[src/rtl/shift_add_multiplier.sv]
// Multi-cycle unsigned N x N shift-add multiplier. A 2N-wide left shifter scales the
// multiplicand by the current bit index, and the result is accumulated into a 2N-bit product.

module left_shifter #(
    parameter int W  = 64,
    parameter int SW = $clog2(W)
) (
    input  logic [W-1:0]  data,
    input  logic [SW-1:0] shamt,
    output logic [W-1:0]  result
);
    assign result = data << shamt;
endmodule

// Handshakes: a transfer happens on a rising edge where valid && ready are both high.
// in_ready is high only in IDLE. out_valid is high only in DONE, and product holds stable there
// until out_ready. Changes to a, b or in_valid outside IDLE have no effect.
module shift_add_multiplier #(
    parameter int N = 32
) (
    input  logic             clk,
    input  logic             rst,
    input  logic             in_valid,
    output logic             in_ready,
    input  logic [N-1:0]     a,
    input  logic [N-1:0]     b,
    output logic             out_valid,
    input  logic             out_ready,
    output logic [2*N-1:0]   product,
    output logic [1:0]       state_dbg
);
    localparam int PW = 2 * N;
    localparam int SW = $clog2(PW);
    localparam int CW = $clog2(N);

    localparam logic [1:0] IDLE = 2'd0;
    localparam logic [1:0] BUSY = 2'd1;
    localparam logic [1:0] DONE = 2'd2;

    logic [1:0]    state;
    logic [PW-1:0] acc;
    logic [PW-1:0] a_reg;
    logic [N-1:0]  b_reg;
    logic [CW-1:0] count;
    logic [PW-1:0] shifted;
    logic [SW-1:0] shamt;
    logic          last_step;

    assign shamt = SW'(count);

    left_shifter #(.W(PW), .SW(SW)) u_shifter (
        .data   (a_reg),
        .shamt  (shamt),
        .result (shifted)
    );

    // Stop once no set bits remain above the current one, or when the top bit is reached.
    assign last_step = ((b_reg >> 1) == '0) || (count == CW'(N - 1));

    always_ff @(posedge clk or negedge rst) begin
        if (!rst) begin
            state <= IDLE;
            acc   <= '0;
            a_reg <= '0;
            b_reg <= '0;
            count <= '0;
        end else begin
            case (state)
                IDLE: begin
                    if (in_valid) begin
                        a_reg <= {{N{1'b0}}, a};
                        b_reg <= b;
                        acc   <= '0;
                        count <= '0;
                        state <= BUSY;
                    end
                end
                BUSY: begin
                    if (b_reg[0]) begin
                        acc <= acc + shifted;
                    end
                    b_reg <= b_reg >> 1;
                    count <= count + 1'b1;
                    if (last_step) begin
                        state <= DONE;
                    end
                end
                DONE: begin
                    if (out_ready) begin
                        state <= IDLE;
                    end
                end
                default: state <= IDLE;
            endcase
        end
    end

    assign in_ready  = (state == IDLE);
    assign out_valid = (state == DONE);
    assign product   = acc;
    assign state_dbg = state;
endmodule

[config.mk]
export PLATFORM = sky130hd
export DESIGN_NAME = shift_add_multiplier
export DESIGN_NICKNAME = d
export VERILOG_FILES = /design/src/rtl/shift_add_multiplier.sv
export SDC_FILE = /design/constraint.sdc
export NUM_CORES = 1
export LEC_CHECK = 0
export CAP_MARGIN = 25
export CELL_PAD_IN_SITES_DETAIL_PLACEMENT = 0
export CELL_PAD_IN_SITES_GLOBAL_PLACEMENT = 1
export CORE_MARGIN = 2
export CORE_UTILIZATION = 45
export DETAILED_ROUTE_END_ITERATION = 16
export DONT_BUFFER_PORTS = 1
export GPL_TIMING_DRIVEN = 0
export PLACE_DENSITY_LB_ADDON = 0.1
export SETUP_SLACK_MARGIN = 0.02
export SLEW_MARGIN = 20
export SYNTH_ARGS = -nofsm -noshare
export SYNTH_HDL_FRONTEND = slang
export SYNTH_HIERARCHICAL = 1
export SYNTH_SLANG_ARGS = --single-unit
[constraint.sdc]
create_clock -name clk -period 4.9 [get_ports clk]
set_clock_uncertainty 0.15 [all_clocks]
set_input_delay 0.98 -clock clk [delete_from_list [all_inputs] [get_ports clk]]
set_output_delay 0.98 -clock clk [all_outputs]
set_load 0.05 [all_outputs]
==> flow_summary.ini <==
[run_status]
outcome = complete, but fails checks
failed_checks = setup timing

[global_route]
grt_pass1_vias = 13000
grt_pass1_wl_mm = 77.7
grt_overflow = 0
antenna_found_initial = 0
grt_use_total_pct = 32.6
grt_max_degree = 136

[die]
floorplan.initialDensity_pct = 45.7
rows = 63
ios = 136
die_y_um = 178
core_area_um2 = 29600
dieArea_um2 = 31500
die_x_um = 178

[synth]
syn_area_um2 = 13600
async_flop_share_pct = 100
ys_warn_count = 6
ys.flop_type = dfrtp_1
synth_cell_types = 82
synth_top_area_cell = dfrtp_1
synth_compound_area_share_pct = 22.1
muxShareOfSynthArea_pct = 19.1
synth_edf_count = 0
syn_area_per_cell_um2 = 8.28
synth_xor_area_share_pct = 3.55
ys_seq_area_share_pct = 24.9
synth_top_area_share_pct = 24.9
syn_inst = 1637
synth_area_leaders = dfrtp_1, nand2_1, mux4_2
synth_top_family_by_area = compound AO/OA/AOI/OAI gates
synthSimpleGateAreaFrac_pct = 19.1
synthAdderAreaFrac_pct = 6.15
ys_seq_elements = 135

[final_layout]
fillers = 2858
layout-drive-gt1-share_pct = 19.5
area_growth_pct = 20.5
final_area_um2 = 16300
final_nets = 1950
layout.cells.most_common = nand2_1
regArea_um2 = 3380
diodes = 0
multi_input_area_um2 = 10700
final_cell_mix = nand2_1, dfrtp_1, conb_1
largest_reg_flops = 64

[routing]
drc = 0
drtIter0Drc = 1128
via_per_inst = 6.12
totalWireLength_mm = 51.6
drt-wirelength-per-cell_um = 23.3
dr.pass1.iters = 5
wl_met2_mm = 23.5
top_layer = met4
dr_wl_met3_mm = 3.26
met1_length_mm = 22.1
via_count = 13600
antenna_left = 0

[worst_setup_path]
reg2reg_from = count[0]
path_cells = buf_6 > buf_12 > clkbuf_16 > mux2_2 > a22oi_1 > mux2i_1 > nand2_1 > a21oi_2 > ha_1 > buf_6 > nand4_1 > nor4_4 > a221oi_2 > o21ai_1 > a41o_4 > a31oi_4 > o31a_1 > o221a_1 > mux2i_1
crit_family = compound AO/OA/AOI/OAI gates
crit_path_start = count[0]
crit_fanout = 8
arrival_ns = 5.14
cp_slowest_cell = a22oi_1
required_ns = 5.12
cp-end-kind = flop
critPathKind = reg -> reg
crit_buf_inv = 4
critPathLaunchType = flop
max_stage_delay_ns = 0.58

[sta]
fmax_ghz = 0.203
report.final.hold_viol_count = 0
slew_headroom_pct = 34.6
fin_ws_ns = -0.0265
rsz0062_at_grt = true
period_share_pct = 101
setup_violations = 1
tightest_slew_ns = 0.979
final_max_slew_viol_count = 0
period_needed_ns = 4.93

[cts]
cts_sinks = 135
numCtsBuffers = 17
htree_levels = 4
cts_buffer_depth = 2
hold_buffers = 0
clk_latency_ns = 0.45
clk_pin_slew_ns = 0.08
cts-root-buf = clkbuf_16
tritoncts = done

[place]
placed_cell_area_um2 = 14500
port_buffers = 0
post-dp-hpwl_mm = 39.8
place.gp.congestion = 1.03

[worst_hold_path]
hold_path_class = in -> async

[run]
max-cap-violations = 0
## path summary, 6_finish.rpt
path,end,slack [ns],depth (start not counted)
setup / recovery,product[63],-0.03,19
max in group asynchronous,a_reg[18],4.18,0
min in group clk,count[2],0.38,1
setup reg to reg,product[63],-0.03,19
hold / removal,product[11],0.07,0
hold reg to reg,count[2],0.38,1
## cells in the mapped netlist, drive strengths merged, types with 11 or more instances
cell type,instances
nand4,33
ha,65
nand3,22
o21a,13
mux4,62
xor2,22
inv,26
nor3,23
mux2i,60
nor4,12
o22ai,12
or3,11
o21ai,113
buf,31
a21o,42
clkbuf,96
mux2,49
xnor2,33
dfrtp,135
o211ai,25
o221ai,11
a21oi,102
nand2,324
a31oi,39
a211oi,12
nor2,117
o21bai,16
## area by class of cell
class | instances | share of cell area (%)
Clock buffer | 17 | 2.61
Multi-Input combinational cell | 1480 | 65.8
Inverter | 28 | 0.644
Sequential cell | 135 | 20.7
Timing Repair Buffer | 41 | 2.18
Buffer | 113 | 3.97
Tap cell | 390 | 2.99
Clock inverter | 15 | 1.13
## what timing repair did
item,CTS,global route
gates cloned,0,2
setup buffers,15,25
pin swaps,10,41
resized for setup,67,169
endpoints found under the setup margin,43,35
hold endpoints to repair,0,0
## logic make-up after synthesis
group	count (synthesis)
buf+inv	155
other cells	1
fa+ha+maj	66
simple gates	596
flops	135
xor+xnor	55
mux	171
compound gates	458
## worst reg2reg max path, cell delays in order (launching register included)
cell,delay (ns)
dfrtp_1,0.38
buf_6,0.18
buf_12,0.15
clkbuf_16,0.14
mux2_2,0.37
a22oi_1,0.58
mux2i_1,0.23
nand2_1,0.14
a21oi_2,0.09
ha_1,0.31
buf_6,0.14
nand4_1,0.21
nor4_4,0.07
a221oi_2,0.29
o21ai_1,0.13
a41o_4,0.29
a31oi_4,0.30
o31a_1,0.25
o221a_1,0.24
mux2i_1,0.20
## routing by layer
metal	up-vias	global-route usage (%)
met5	-	0
met4	0	16.3
met3	130	4.01
met2	569	51.9
met1	6603	43.7
li1	6283	-
## through the flow
step / cells / hold WS [ns] / setup slack, ns / util (%) / TNS, ns
final: 2219 / 0.0734 / -0.0265 / 55.1 / -0.0265
after CTS: 2204 / 0.0602 / -0.0449 / 52.2 / -0.0742
after floorplan: 1770 / 0.331 / 0.479 / - / 0
after global routing: 2219 / 0.0584 / -0.114 / 55.1 / -0.622
after detailed placement: 2160 / 0.384 / -0.875 / 49.1 / -17.20
after global placement: 2160 / 0.368 / -0.831 / 49.1 / -17.04
Power is left out: the tool's default activity adds up to more than one toggle a clock period on the data nets, which glitch-free logic cannot reach.
